$ cat src/rtl/bnn_pkg.sv
// Shared definitions for the binarized neuron array and its parameter loader.
package bnn_pkg;

   localparam int NEURONS               = 8;
   localparam int PARAM_BITS_PER_NEURON = 12;

   typedef enum logic [2:0] {
      ST_IDLE,
      ST_FILL,
      ST_SHIFT,
      ST_VERIFY,
      ST_DONE
   } loader_state_t;

endpackage

$ cat src/rtl/bnn_param_loader_if.sv
// Byte-stream input and neuron-chain shift port of the parameter loader.
interface bnn_param_loader_if;

   logic [7:0] in_data;
   logic       in_valid;
   logic       in_ready;
   logic       setup;
   logic       param_out;
   logic       param_return;

   // master: byte source plus neuron chain; slave: the loader
   modport master (
      output in_data, in_valid, param_return,
      input  in_ready, setup, param_out
   );

   modport slave (
      input  in_data, in_valid, param_return,
      output in_ready, setup, param_out
   );

endinterface

$ cat src/rtl/bnn_param_buffer.sv
// Parameter image storage: byte-wide write port, bit-wide read port (MSB first per byte).
module bnn_param_buffer #(
   parameter  int CHAIN_BYTES = 12,
   localparam int BYTE_W      = $clog2(CHAIN_BYTES),
   localparam int BIT_W       = $clog2(CHAIN_BYTES * 8)
) (
   input  logic              clk,
   input  logic              wr_en,
   input  logic [BYTE_W-1:0] wr_idx,
   input  logic [7:0]        wr_data,
   input  logic [BIT_W-1:0]  rd_idx,
   output logic              rd_bit
);

   // No reset: every load overwrites the whole image before it is read.
   logic [7:0] mem [CHAIN_BYTES];

   always_ff @(posedge clk) begin
      if (wr_en) mem[wr_idx] <= wr_data;
   end

   assign rd_bit = mem[rd_idx[BIT_W-1:3]][3'd7 - rd_idx[2:0]];

endmodule

$ cat src/rtl/bnn_param_loader.sv
// Loads a byte-stream parameter image into the neuron chain, then re-shifts it
// once more while checking the chain tail against the image.
//
//   state     | meaning
//   ----------+------------------------------------------------------------
//   ST_IDLE   | waiting for start; outputs quiet, ok/err_count held
//   ST_FILL   | accepting CHAIN_BYTES image bytes
//   ST_SHIFT  | setup=1, image bits 0..CHAIN_BITS-1 into the chain head
//   ST_VERIFY | setup=1, image shifted again, tail compared bit by bit
//   ST_DONE   | one-cycle done pulse with ok
module bnn_param_loader #(
   parameter  int NEURONS               = bnn_pkg::NEURONS,
   parameter  int PARAM_BITS_PER_NEURON = bnn_pkg::PARAM_BITS_PER_NEURON,
   localparam int CHAIN_BITS            = NEURONS * PARAM_BITS_PER_NEURON,
   localparam int CHAIN_BYTES           = CHAIN_BITS / 8
) (
   input  logic                clk,
   input  logic                rst_n,
   input  logic                start,
   input  logic                abort,
   bnn_param_loader_if.slave   bus,
   output logic                busy,
   output logic                done,
   output logic                ok,
   output logic [6:0]          err_count
);

   import bnn_pkg::*;

   localparam int BIT_W  = $clog2(CHAIN_BITS);
   localparam int BYTE_W = $clog2(CHAIN_BYTES);
   localparam logic [BIT_W-1:0]  LAST_BIT  = BIT_W'(CHAIN_BITS - 1);
   localparam logic [BYTE_W-1:0] LAST_BYTE = BYTE_W'(CHAIN_BYTES - 1);
   localparam logic [6:0]        ERR_MAX   = 7'd127;

   loader_state_t     state;
   logic [BYTE_W-1:0] byte_idx;
   logic [BIT_W-1:0]  bit_idx;
   logic [BIT_W-1:0]  rd_idx;
   logic              in_ready_q;
   logic              setup_q;
   logic              param_out_q;
   logic              wr_en;
   logic              rd_bit;
   logic              last_bit;
   logic              mismatch;
   logic [6:0]        err_next;

   assign wr_en    = (state == ST_FILL) && bus.in_valid && in_ready_q;
   assign last_bit = (bit_idx == LAST_BIT);

   // param_out is registered, so the buffer is read one bit ahead of bit_idx.
   always_comb begin
      rd_idx = '0;
      if ((state == ST_SHIFT || state == ST_VERIFY) && !last_bit)
         rd_idx = bit_idx + BIT_W'(1);
   end

   // The chain delay equals CHAIN_BITS, so in VERIFY the tail lines up with
   // the bit currently driven on param_out.
   always_comb begin
      mismatch = (bus.param_return != param_out_q);
      err_next = err_count;
      if (mismatch && (err_count != ERR_MAX)) err_next = err_count + 7'd1;
   end

   bnn_param_buffer #(
      .CHAIN_BYTES (CHAIN_BYTES)
   ) u_buffer (
      .clk     (clk),
      .wr_en   (wr_en),
      .wr_idx  (byte_idx),
      .wr_data (bus.in_data),
      .rd_idx  (rd_idx),
      .rd_bit  (rd_bit)
   );

   always_ff @(posedge clk or negedge rst_n) begin
      if (!rst_n) begin
         state       <= ST_IDLE;
         byte_idx    <= '0;
         bit_idx     <= '0;
         in_ready_q  <= 1'b0;
         setup_q     <= 1'b0;
         param_out_q <= 1'b0;
         busy        <= 1'b0;
         done        <= 1'b0;
         ok          <= 1'b0;
         err_count   <= '0;
      end else if (abort) begin
         state       <= ST_IDLE;
         in_ready_q  <= 1'b0;
         setup_q     <= 1'b0;
         param_out_q <= 1'b0;
         busy        <= 1'b0;
         done        <= 1'b0;
         ok          <= 1'b0;
         err_count   <= '0;
      end else begin
         case (state)
            ST_IDLE: begin
               if (start) begin
                  state      <= ST_FILL;
                  byte_idx   <= '0;
                  ok         <= 1'b0;
                  err_count  <= '0;
                  in_ready_q <= 1'b1;
                  busy       <= 1'b1;
               end
            end
            ST_FILL: begin
               if (wr_en) begin
                  if (byte_idx == LAST_BYTE) begin
                     state       <= ST_SHIFT;
                     in_ready_q  <= 1'b0;
                     setup_q     <= 1'b1;
                     param_out_q <= rd_bit;
                     bit_idx     <= '0;
                  end else begin
                     byte_idx <= byte_idx + BYTE_W'(1);
                  end
               end
            end
            ST_SHIFT: begin
               param_out_q <= rd_bit;
               if (last_bit) begin
                  state   <= ST_VERIFY;
                  bit_idx <= '0;
               end else begin
                  bit_idx <= bit_idx + BIT_W'(1);
               end
            end
            ST_VERIFY: begin
               err_count <= err_next;
               if (last_bit) begin
                  state       <= ST_DONE;
                  setup_q     <= 1'b0;
                  param_out_q <= 1'b0;
                  busy        <= 1'b0;
                  done        <= 1'b1;
                  ok          <= (err_next == 7'd0);
               end else begin
                  param_out_q <= rd_bit;
                  bit_idx     <= bit_idx + BIT_W'(1);
               end
            end
            ST_DONE: begin
               state <= ST_IDLE;
               done  <= 1'b0;
            end
            default: state <= ST_IDLE;
         endcase
      end
   end

   assign bus.in_ready  = in_ready_q;
   assign bus.setup     = setup_q;
   assign bus.param_out = param_out_q;

endmodule

$ cat src/flat_wrapper.sv
// flat-port wrapper written by rule: the top's interface ports become plain ports
module bnn_param_loader_flat import bnn_pkg::*;
#(
   parameter  int NEURONS               = bnn_pkg::NEURONS,
   parameter  int PARAM_BITS_PER_NEURON = bnn_pkg::PARAM_BITS_PER_NEURON,
   localparam int CHAIN_BITS            = NEURONS * PARAM_BITS_PER_NEURON,
   localparam int CHAIN_BYTES           = CHAIN_BITS / 8
)
  (clk, rst_n, start, abort, busy, done, ok, err_count, bus_in_data, bus_in_valid, bus_param_return, bus_in_ready, bus_setup, bus_param_out);
  bnn_param_loader_if bus_i ();
  input  logic clk;
  input  logic rst_n;
  input  logic start;
  input  logic abort;
  output logic busy;
  output logic done;
  output logic ok;
  output logic [6:0] err_count;
  input wire logic [$bits(bus_i.in_data)-1:0] bus_in_data;
  input wire logic [$bits(bus_i.in_valid)-1:0] bus_in_valid;
  input wire logic [$bits(bus_i.param_return)-1:0] bus_param_return;
  output wire logic [$bits(bus_i.in_ready)-1:0] bus_in_ready;
  output wire logic [$bits(bus_i.setup)-1:0] bus_setup;
  output wire logic [$bits(bus_i.param_out)-1:0] bus_param_out;
  assign bus_i.in_data = bus_in_data;
  assign bus_i.in_valid = bus_in_valid;
  assign bus_i.param_return = bus_param_return;
  assign bus_in_ready = bus_i.in_ready;
  assign bus_setup = bus_i.setup;
  assign bus_param_out = bus_i.param_out;
  bnn_param_loader #(.NEURONS(NEURONS), .PARAM_BITS_PER_NEURON(PARAM_BITS_PER_NEURON)) u_core (.clk(clk), .rst_n(rst_n), .start(start), .abort(abort), .bus(bus_i), .busy(busy), .done(done), .ok(ok), .err_count(err_count));
endmodule
$ cat config.mk
export PLATFORM = sky130hd
export DESIGN_NAME = bnn_param_loader_flat
export DESIGN_NICKNAME = d
export VERILOG_FILES = /design/src/rtl/bnn_pkg.sv /design/src/rtl/bnn_param_loader_if.sv /design/src/rtl/bnn_param_buffer.sv /design/src/rtl/bnn_param_loader.sv /design/src/flat_wrapper.sv
export SDC_FILE = /design/constraint.sdc
export NUM_CORES = 1
export LEC_CHECK = 0
export BUFFER_PORTS_ARGS = -buffer_cell sky130_fd_sc_hd__buf_2
export CAP_MARGIN = 20
export CORE_MARGIN = 5
export CORE_UTILIZATION = 45
export CTS_BUF_LIST = sky130_fd_sc_hd__clkbuf_8
export CTS_CLUSTER_SIZE = 8
export DETAILED_ROUTE_END_ITERATION = 6
export SYNTH_ARGS = -nofsm -noshare
export SYNTH_HDL_FRONTEND = slang
export SYNTH_SLANG_ARGS = --single-unit
$ cat constraint.sdc
create_clock -name clk -period 5.9 [get_ports clk]
set_input_delay 0.295 -clock clk [delete_from_list [all_inputs] [get_ports clk]]
set_output_delay 0.295 -clock clk [all_outputs]
set_load 0.01 [all_outputs]
== After elaboration in Yosys (flattened, before gate mapping) ==
Memories as Yosys holds them, arrays and structs flattened.
Index checks and enable logic that the tools add are counted.
Word-level totals
  input port bits: 14
  RAM bits: 96
  logic and storage cells: 108
  memories: 1
  flip-flop bits (word level): 27
Memories
  u_core.u_buffer.mem: depth 12, bits a word 8, rd ports 1, clocked after memory_dff 0, write ports 1, RTL line bnn_param_buffer.sv:16  | logic [7:0] mem [CHAIN_BYTES];
Operators by class
  equality and inequality tests: 18
  bitwise operators: 1
  add/sub/neg operators: 4
  mux-type cells: 49
  reductions and logical operators: 24
  magnitude comparators: 1
Operators with widths (number)
  7-bit 2-to-1 mux: 8
  1-bit 2-to-1 mux: 21
  7-bit one-hot mux with 3 select lines: 1
  3-bit 2-to-1 mux: 6
  5-bit AND reduction: 3
  3-bit nonzero test: 5
  7-bit by 1-bit adder with 7-bit output, second input constant: 2
  7-bit one-hot mux with 2 select lines: 1
  4-bit 2-to-1 mux: 3
  3-bit one-hot mux with 4 select lines: 1
  2-bit != test, second input constant: 5
  1-bit one-hot mux with 2 select lines: 5
  3-bit != test, second input constant: 3
  4-bit one-hot mux with 2 select lines: 1
  4-bit AND reduction: 2
  7-bit == test, second input constant: 1
  7-bit logical NOT: 1
  7-bit != test, second input constant: 1
  3-bit by 2-bit == test with 1-bit output, second input constant: 2
  3-bit by 2-bit != test with 1-bit output, second input constant: 2
  3-bit AND reduction: 2
  4-bit by 1-bit adder with 4-bit output, second input constant: 1
  4-bit == test, second input constant: 1
  1-bit logical AND: 4
  other kinds (14): 15

== Logic depth before layout (Yosys ltp) ==
Gate-level depths: netlist of the first run.
  depth in word-level cells: 11
  depth in mapped cells: 12

== By module ==
From an unflattened synthesis of the first run, not the netlist that was laid out.
Unflattened totals
  cell total of the unflattened synthesis: 395
  area, all modules: 5636.7 um^2
Modules (own cells, without submodules)
  bnn_param_buffer: cells an instance 199, seq. area each 2882.8 um^2, instances 1, area an instance 3854.9 um^2
  bnn_param_loader: cells an instance 196, seq. area each 675.6 um^2, instances 1, area an instance 1781.7 um^2

== Worst setup path after synthesis of the first run ==
No wires, ideal clock.
  path type: reg2reg
  start: reg u_core.bit_idx[1]
  end: reg u_core.param_out_q, in the netlist u_core.bus.param_out
  clock period less this slack: 2.352 ns
  arrival: 2.219 ns
  stages on the path, launching flop included: 12
  required time: 5.767 ns
  setup time: 0.133 ns
  buffers on the path: 2
  slack: 3.548 ns
  path through: dfrtp_1 ha_1 buf_6 and4_4 a21o_1 buf_6 o211a_1 a2111o_1 a22oi_1 o21ai_1 nand4_1 nand4_1
On the way
  cells in the longest elaborated chain, start to end: 11
  elaborated cells on any way between the ends: 14
  classes of those cells: 2 x add/sub; 1 x eq/ne; 8 x mux; 2 x reduce/logical; 1 x memory
Ends and longest elaborated chain
  start, declared: RTL line bnn_param_loader.sv:38  | logic [BIT_W-1:0] bit_idx;
  start signal, assigned: RTL line bnn_param_loader.sv:130  | bit_idx <= bit_idx + BIT_W'(1);
  start signal, assigned: RTL line bnn_param_loader.sv:144  | bit_idx <= bit_idx + BIT_W'(1);
  branches (longest 9 deep; another with memory read 12 x 8 bit)
  1-bit one-hot mux with 3 select lines (*): RTL line bnn_param_loader.sv:100  | case (state)
  1-bit 2-to-1 mux (*): RTL line bnn_param_loader.sv:90  | end else if (abort) begin
  end signal, assigned: RTL line bnn_param_loader.sv:117  | param_out_q <= rd_bit;
  end signal, assigned: RTL line bnn_param_loader.sv:125  | param_out_q <= rd_bit;
  end signal, assigned: RTL line bnn_param_loader.sv:143  | param_out_q <= rd_bit;
  end, declared: RTL line bnn_param_loader.sv:42  | logic param_out_q;
Mark *: on every way between the ends. The select of a mux whose other input is x is not followed.
A chain may end at the register's enable or synchronous reset.

== Final worst setup path of the first run ==
  start: reg u_core.bit_idx[0]
  end: reg u_core.param_out_q, in the netlist u_core.bus.param_out
The elaborated chain is that of the path after synthesis.

==> qor.yml, run 1 <==
power_and_ir_drop:
  leakage_power_total_uw: 0.002389
  pwr-share-clk_pct: 44.0
  power-per-cell-area_mw_per_mm2: 274.1
  internal-power_uw: 1408
  power_frac_comb_pct: 2.8
  seq_power_share_pct: 53.3
  power.net_switching_uw: 370.3
  power.share.switching_pct: 20.83
  vdd_drop_max_v: 0.0001698
route:
  route.met3.wl_um: 782
  dr_total_vias: 4055
  top_layer_used: "met4"
  viasPerCell: 5.894
  post_drt_wl_per_cell_um: 20.68
  ant_nets: 0
  total_wirelength_mm: 14.23
  drt-pass1-iter-count: 5
  post-route-drc-count: 0
  routedLengthMet1_mm: 6.304
  met2_wire_length_mm: 6.872
  first_iter_violations: 295
yosys:
  synthTopCellsByArea: "sky130_fd_sc_hd__edfxtp_1 49%, sky130_fd_sc_hd__dfrtp_1 12%, sky130_fd_sc_hd__nand2_1 3.7%"
  synth_compound_area_share_pct: 12.84
  netlist-cell-type-count: 73
  ys_dominant_reg_cell: "sky130_fd_sc_hd__edfxtp_1"
  synth.yosys.warnings: 0
  syn-cell-area_mm2: 0.005846
  synth_nets: 497
  synth_largest_type_area_fraction_pct: 49.32
  synthMuxAreaShare_pct: 3.168
  yosys.area.top_type: "sky130_fd_sc_hd__edfxtp_1"
  synth_fa_ha_area_share_pct: 1.284
  synth_xor_xnor_area_share_pct: 2.847
  postSynthRegisterBits: 123
  synth_edf_count: 96
  synth_simple_gate_area_share_pct: 15.86
  seq_area_frac_synth_pct: 60.87
  synth-async-reset-ratio_pct: 21.95
  post_synth.cell_area_avg_um2: 12.25
  syn_inst: 477
  synth_top_family_by_area: "simple AND/OR/NAND/NOR gates"
setup_path:
  crit-reg2reg-capture: "u_core.bus.param_out"
  path_buf_inv: 0
  worst_setup_path_end_kind: "flip-flop"
  timing.critical_path.from: "u_core.bit_idx[0]"
  slowest_delay_ns: 0.83
  cp-endpoint: "u_core.bus.param_out"
  reg2regPathDepth: 9
  worstPathArrival_ns: 4.29
  critical_path_top_delay_cell: "sky130_fd_sc_hd__a21oi_1"
  critical_path.reg2reg.startpoint: "u_core.bit_idx[0]"
  worst-path-max-fanout: 16
  critical_path.top_delay_family: "compound AO/OA/AOI/OAI gates"
  timing.critical_path.cells: "ha_1 > and4_4 > a21oi_1 > nand2_1 > o221ai_1 > o32ai_1 > a311oi_1 > o22ai_1 > nand4_1"
  worst_ep_required_time_ns: 6.27
  rrSetupSlack_ns: 1.97
  critPathLaunchType: "flip-flop"
  cp.depth: 9
  critical_path_class: "reg2reg"
run_status:
  outcome: "finished clean"
place:
  gp_congestion: 0.8973
  place_area_mm2: 0.006061
  dpl_worst_slack_ns: 2.100
  dp_hpwl_mm: 9.419
  buffer_ports.inserted: 26
clock_network:
  tritoncts.num_buffers: 17
  cts-root-to-sink-buffers: 2
  clock_sinks: 123
  clk-insertion-delay-late_ns: 0.44
  cts_tree: "yes"
  post_cts_resized: 0
  clk_root_buffer_cell: "sky130_fd_sc_hd__clkbuf_8"
  postCtsSetupRepairBufs: 0
  register_clock_pin_slew_on_the_reported_worst_setup_and_hold_paths_ns: 0.07
  cts.htree.levels: 4
hold_path:
  worstHoldPathType: "in2reg"
finish:
  antenna_cells: 0
  area_growth_syn_to_layout_pct: 10.98
  filler_cells: 1101
  nets: 523
  fraction_of_final_layout_cells_sized_beyond_drive_strength_1_pct: 14.92
  final_core_utilization_pct: 51.20
  design_area_mm2: 0.006487
die:
  die_area_mm2: 0.01537
  io_pins: 27
  num_rows: 41
  start_util_pct: 46.13
  coreArea_mm2: 0.01267
  die_y_um: 124.0
  die_width_um: 124.0
timing:
  achievable-frequency_ghz: 0.2547
  post-route-worst-setup-slack_ns: 1.973
  timing_hold_violations_final: 0
  tns_ns: 0
  rel_slew_slack_pct: 29.54
  report.final.setup_viol: 0
  worst_hold_slack_ns: 0.1879
  grt_setup_unrepaired: "no"
  finalCriticalPeriod_ns: 3.927
  period_share_pct: 66.56
  max_slew.worst_pin.slew_ns: 1.057
  finalMaxSlewViolations: 0
  clock-skew-final_ns: 0.007032
grt:
  via_count_of_the_first_global_routing_pass: 3807
  initial_antenna_violation_count: 0
  grt_max_degree: 28
  grt.overflow.total: 0
  wire_length_of_the_first_global_routing_pass_mm: 21.89
  globalRouteTotalUtil_pct: 19.65
run:
  maxCapViolCount: 0
[logic make-up (layout without fill, tap and decap cells)]
| kind of cell | count (synthesis) | after routing |
|---|---|---|
| and+or+nand+nor | 174 | 174 |
| AOI/OAI and AO/OA | 112 | 112 |
| DFF | 123 | 123 |
| buffers and inverters | 31 | 70 |
| muxes | 18 | 18 |
| xor gates and xnor gates | 13 | 13 |
| adders and majority gates | 6 | 6 |
[metrics by stage]
step | power (uW) | std cells
6_report | 1778 | 688
3_3_place_gp | 1013 | 655
5_1_grt | 1833 | 688
4_1_cts | 1792 | 688
3_5_place_dp | 1015 | 655
2_1_floorplan | 989.8 | 477
[cell usage in the layout, fill, tap and decap left out, drive strengths merged, types with 4 or more instances in the layout]
| cell | count |
|---|---|
| edfxtp | 96 |
| nand2 | 57 |
| nor2 | 32 |
| buf | 29 |
| o21ai | 29 |
| dfrtp | 27 |
| a21oi | 25 |
| nand3 | 22 |
| clkbuf | 17 |
| and2 | 14 |
| mux2i | 14 |
| nand4 | 11 |
| inv | 10 |
| nor3 | 8 |
| xnor2 | 8 |
| ha | 6 |
| xor2 | 5 |
| o31ai | 5 |
| and4 | 5 |
| a31oi | 5 |
| clkinv | 5 |
| nor3b | 4 |
| o22ai | 4 |
| a221oi | 4 |
| bufinv | 4 |
| clkinvlp | 4 |
| nand2b | 4 |
| mux2 | 4 |
[synth_stat cells, drive strengths merged (4+ instances only)]
cell / count
a21oi: 25
a221oi: 4
a31oi: 5
and2: 14
and4: 5
buf: 16
clkbuf: 7
dfrtp: 27
edfxtp: 96
ha: 6
inv: 8
mux2: 4
mux2i: 14
nand2: 57
nand2b: 4
nand3: 22
nand4: 11
nor2: 32
nor3: 8
nor3b: 4
o21ai: 29
o22ai: 4
o31ai: 5
xnor2: 8
xor2: 5
[layout make-up]
class                           count  area [um^2]  area share (%)
Timing Repair Buffer               30        162.7           2.507
Inverter                            8        30.03          0.4629
Clock buffer                       17        234.0           3.607
Multi-Input combinational cell    323         2105           32.44
Tap cell                          172        215.2           3.317
Clock inverter                     15        182.7           2.816
Sequential cell                   123         3558           54.85
[what timing repair did]
| item | CTS | global route |
|---|---|---|
| hold endpoints to repair | 27 | 0 |
| endpoints found under the setup margin | 0 | 0 |
| hold buffers | 1 | 0 |
[worst reg2reg max path, stage by stage, from the launching register on]
cell and delay (ns):
sky130_fd_sc_hd__dfrtp_1 0.56, sky130_fd_sc_hd__ha_1 0.43, sky130_fd_sc_hd__and4_4 0.25, sky130_fd_sc_hd__a21oi_1 0.83, sky130_fd_sc_hd__nand2_1 0.66, sky130_fd_sc_hd__o221ai_1 0.37
sky130_fd_sc_hd__o32ai_1 0.10, sky130_fd_sc_hd__a311oi_1 0.38, sky130_fd_sc_hd__o22ai_1 0.16, sky130_fd_sc_hd__nand4_1 0.11
[flip-flops by register name (all words and copies together) (netlist names)]
signal / count
u_core.bit_idx: 7
u_core.busy: 1
u_core.bus.in_ready: 1
u_core.state: 3
u_core.bus.setup: 1
u_core.u_buffer.mem: 96
u_core.byte_idx: 4
u_core.done: 1
u_core.ok: 1
u_core.bus.param_out: 1
u_core.err_count: 7
[metal layers]
| metal | GRT usage (%) | up-vias |
|---|---|---|
| met5 | 0 | - |
| met4 | 6.982 | 0 |
| met3 | 3.815 | 27 |
| met2 | 32.11 | 152 |
| met1 | 26.27 | 2003 |
| li1 | - | 1873 |
[power groups by stage]
stage                     combinational (uW)  sequential [uW]  clock (uW)
final                                   49.3              947         782
after floorplan                         26.1              964           0
after global placement                  47.9              965           0
after CTS                               50.1              947         795
after global routing                    55.3              947         831
after detailed placement                49.3              965           0
[how the worst min path moves through the flow]
stage / from / endpoint / slack [ns] / cells after the start
after floorplan: rst_n / u_core.bit_idx[0] / -0.0006 / 0
after global placement: rst_n / u_core.err_count[2] / 0.36 / 1
after detailed placement: rst_n / u_core.err_count[0] / 0.37 / 1
after CTS: bus_in_data[3] / u_core.u_buffer.mem[3][3] / 0.16 / 1
after global routing: bus_in_data[6] / u_core.u_buffer.mem[7][6] / 0.17 / 1
final: bus_in_data[2] / u_core.u_buffer.mem[7][2] / 0.19 / 1
No activity file was read; power rests on OpenSTA's default activity.
==> run 2: changes to the inputs <==
- ABC_AREA: not set -> 1
- clock period: 5.9 -> 3.5 ns (I/O delays scaled with it)
==> run 2 against run 1 <==
Effect of this change: die area fell by 2.6%; combinational power rose to 14 times the previous value; total power rose by 100%; setup slack got worse by 1.1 ns.
==> qor.yml, run 2 <==
power_and_ir_drop:
  power-per-cell-area_mw_per_mm2: 562.0  # +110%
  power_frac_comb_pct: 19.0  # +16 points
  pwr-share-clk_pct: 33.0  # -11 points
  power.share.switching_pct: 30.79  # +10 points
  seq_power_share_pct: 48.0  # -5.3 points
  internal-power_uw: 2460  # +75%
  leakage_power_total_uw: 0.002635  # +10%
  power.net_switching_uw: 1094  # +200%
  vdd_drop_max_v: 0.0003647  # +110%
route:
  post_drt_wl_per_cell_um: 16.38  # -21%
  viasPerCell: 5.197  # -12%
  ant_nets: 0  # unchanged
  drt-pass1-iter-count: 4  # -1
  first_iter_violations: 301  # +2.0%
  total_wirelength_mm: 12.89  # -9.4%
  dr_total_vias: 4090  # +0.86%
  post-route-drc-count: 0  # unchanged
die:
  io_pins: 27  # unchanged
  start_util_pct: 45.39  # -0.74 points
  die_y_um: 122.4  # -1.3%
  coreArea_mm2: 0.01252  # -1.2%
  die_width_um: 122.4  # -1.3%
  num_rows: 41  # unchanged
  die_area_mm2: 0.01497  # -2.6%
grt:
  via_count_of_the_first_global_routing_pass: 4028  # +5.8%
  grt.overflow.total: 0  # unchanged
  initial_antenna_violation_count: 0  # unchanged
  grt_max_degree: 47  # +68%
  wire_length_of_the_first_global_routing_pass_mm: 20.88  # -4.6%
  globalRouteTotalUtil_pct: 18.60  # -1.0 points
yosys:
  synth_commonest_cells: "151 x sky130_fd_sc_hd__nand2_1, 96 x sky130_fd_sc_hd__edfxtp_1, 81 x sky130_fd_sc_hd__nand3_1, 57 x sky130_fd_sc_hd__nor2_1, 52 x sky130_fd_sc_hd__inv_1"
  yosys.area.top_type: "sky130_fd_sc_hd__edfxtp_1"
  syn-cell-area_mm2: 0.005682  # -2.8%
  synth-async-reset-ratio_pct: 21.95  # unchanged
  postSynthRegisterBits: 123  # unchanged
  netlist-cell-type-count: 34  # -53%
  synthMostInstantiatedCell: "sky130_fd_sc_hd__nand2_1"
  seq_area_frac_synth_pct: 62.63  # +1.8 points
  synth.yosys.warnings: 0  # unchanged
  post_synth.cell_area_avg_um2: 10.02  # -18%
  synthTopCellsByArea: "sky130_fd_sc_hd__edfxtp_1 51%, sky130_fd_sc_hd__dfrtp_1 12%, sky130_fd_sc_hd__nand2_1 10%"
  synth_nets: 587  # +18%
  synth_edf_count: 96  # unchanged
  syn_inst: 567  # +19%
  ys_dominant_reg_cell: "sky130_fd_sc_hd__edfxtp_1"
  synth_largest_type_area_fraction_pct: 50.74  # +1.4 points
place:
  place_area_mm2: 0.005934  # -2.1%
  buffer_ports.inserted: 26  # unchanged
  dpl_worst_slack_ns: 0.8182  # -1.281 ns
  count_of_placed_standard_cells_including_taps: 753  # +15%
  dp_hpwl_mm: 8.735  # -7.3%
  gp_congestion: 0.8970  # about the same
timing:
  period_share_pct: 74.79  # +8.2 points
  rel_slew_slack_pct: 40.38  # +11 points
  timing_hold_violations_final: 0  # unchanged
  report.final.setup_viol: 0  # unchanged
  post-route-worst-setup-slack_ns: 0.8823  # -1.091 ns
  grt_setup_unrepaired: "no"
  clock-skew-final_ns: 0.01133  # +0.004295 ns
  finalCriticalPeriod_ns: 2.618  # -1.309 ns
  max_slew.worst_pin.slew_ns: 0.8911  # -0.1658 ns
  tns_ns: 0  # unchanged
  achievable-frequency_ghz: 0.3820  # +50%
  finalMaxSlewViolations: 0  # unchanged
finish:
  largest_reg_flops: 96  # unchanged
  final_core_utilization_pct: 50.52  # -0.68 points
  design_area_mm2: 0.006324  # -2.5%
  fraction_of_final_layout_cells_sized_beyond_drive_strength_1_pct: 12.68  # -2.2 points
  nets: 622  # +19%
  registers.top_by_ff_count: "u_core.u_buffer.mem"
  area_growth_syn_to_layout_pct: 11.30
  top_regs: "u_core.u_buffer.mem x96, u_core.bit_idx x7, u_core.err_count x7"
  mostFrequentLayoutCell: "sky130_fd_sc_hd__nand2_1"
  final_cells: 787  # +14%
  most-common-layout-cells: "151 x sky130_fd_sc_hd__nand2_1, 96 x sky130_fd_sc_hd__edfxtp_1, 81 x sky130_fd_sc_hd__nand3_1, 57 x sky130_fd_sc_hd__nor2_1, 54 x sky130_fd_sc_hd__inv_1"
  multi_input_area_mm2: 0.001798  # -15%
  filler_cells: 1158  # +5.2%
  antenna_cells: 0  # unchanged
  register_area_mm2: 0.003558  # unchanged
clock_network:
  tritoncts.num_buffers: 17  # unchanged
  cts.htree.levels: 4  # unchanged
  post_cts_resized: 0  # unchanged
  cts-root-to-sink-buffers: 2  # unchanged
  clock_sinks: 123  # unchanged
  cts_tree: "yes"
  register_clock_pin_slew_on_the_reported_worst_setup_and_hold_paths_ns: 0.07  # about the same
  clk-insertion-delay-late_ns: 0.44  # about the same
  clk_root_buffer_cell: "sky130_fd_sc_hd__clkbuf_8"
setup_path:
  worst-path-max-fanout: 9  # -7
  critical_path_class: "reg2reg"
  critPathLaunchType: "flip-flop"
  critical_path.top_delay_family: "simple AND/OR/NAND/NOR gates"
  worst_ep_required_time_ns: 3.57  # -2.70 ns
  worst_setup_path_end_kind: "flip-flop"
  slowest_delay_ns: 0.70  # -0.13 ns
  critical_path_top_delay_cell: "sky130_fd_sc_hd__nor2_1"
  path_buf_inv: 1  # +1
  timing.critical_path.cells: "nor3_4 > nand3_1 > inv_1 > nand2_1 > nor2_1"
  worstPathArrival_ns: 2.68  # -1.61 ns
hold_path:
  worstHoldPathType: "in2reg"
run_status:
  outcome: "finished clean"
run:
  maxCapViolCount: 0  # unchanged
-- run 2: cell count changes in the layout (fill, tap and decap cells not counted), sizes merged, moves of 5 or more --
cell,previous run,this run
inv,10,60
a21oi,25,11
nor2,32,64
mux2i,14,0
and4,5,0
nand4,11,3
xnor2,8,1
nand3,22,84
and2,14,0
o21ai,29,16
nand2,57,156
-- run 2: layout make-up --
| cell class | instances | share of cell area [%] |
|---|---|---|
| clock inverter | 15 | 2.137 |
| clock buffer | 17 | 3.700 |
| tap | 172 | 3.403 |
| inverter | 58 | 3.443 |
| multi-input combinational | 372 | 28.43 |
| sequential | 123 | 56.27 |
| timing repair buffer | 30 | 2.612 |
-- run 2: layer usage --
layer  global-route usage, %  share of wire [%]  vias up
li1                        -                  -     1974
met1                   25.28                 46     1975
met2                   29.23                 47      120
met3                   4.055                5.4       21
met4                   7.348                2.1        0
met5                       0                  0        -
-- run 2: stage by stage --
stage	power [uW]	hold WS, ns
2_1_floorplan	2223	-0.1206
3_3_place_gp	2400	0.2293
3_5_place_dp	2406	0.2510
4_1_cts	3572	0.1009
5_1_grt	3729	0.09727
6_report	3554	0.1168
-- run 2: cell families after synthesis --
kind of cell | count (synthesis) | share of synthesized area [%]
simple gates | 318 | 25.08
buf+inv | 72 | 5.725
compound gates | 39 | 3.854
fa+ha+maj | 6 | 1.321
flops | 123 | 62.63
xor+xnor | 9 | 1.387
-- run 2: final timing paths --
path / endpoint / slack [ns] / cells past startpoint / start
worst max-delay path: u_core.u_buffer.mem[10][6] / 0.88 / 5 / u_core.state[1]
worst min-delay path: u_core.u_buffer.mem[11][0] / 0.12 / 1 / bus_in_data[0]
worst max register to register: u_core.u_buffer.mem[10][6] / 0.88 / 5 / u_core.state[1]
worst min register to register: u_core.ok / 0.49 / 2 / u_core.ok
max in group asynchronous: u_core.busy / 2.77 / 2 / rst_n
min in group asynchronous: u_core.bus.param_out / 0.30 / 2 / rst_n
-- run 2: timing repair --
item / CTS / global route
endpoints found under the hold margin: 28 / 0
buffers inserted: 0 / 0
hold buffers: 2 / 0
-- run 2: power by group through the flow --
| stage | Combinational (uW) | Sequential [uW] | Clock, uW |
|---|---|---|---|
| floorplan | 497 | 1730 | 0 |
| global placement | 666 | 1730 | 0 |
| detailed placement | 669 | 1740 | 0 |
| CTS | 674 | 1710 | 1190 |
| global route | 756 | 1710 | 1260 |
| finish | 674 | 1710 | 1170 |
-- run 2: worst reg2reg max path, stage by stage (launching register included) --
cell and delay [ns]:
sky130_fd_sc_hd__dfrtp_1 0.48, sky130_fd_sc_hd__nor3_4 0.41, sky130_fd_sc_hd__nand3_1 0.31, sky130_fd_sc_hd__inv_1 0.20, sky130_fd_sc_hd__nand2_1 0.14, sky130_fd_sc_hd__nor2_1 0.70
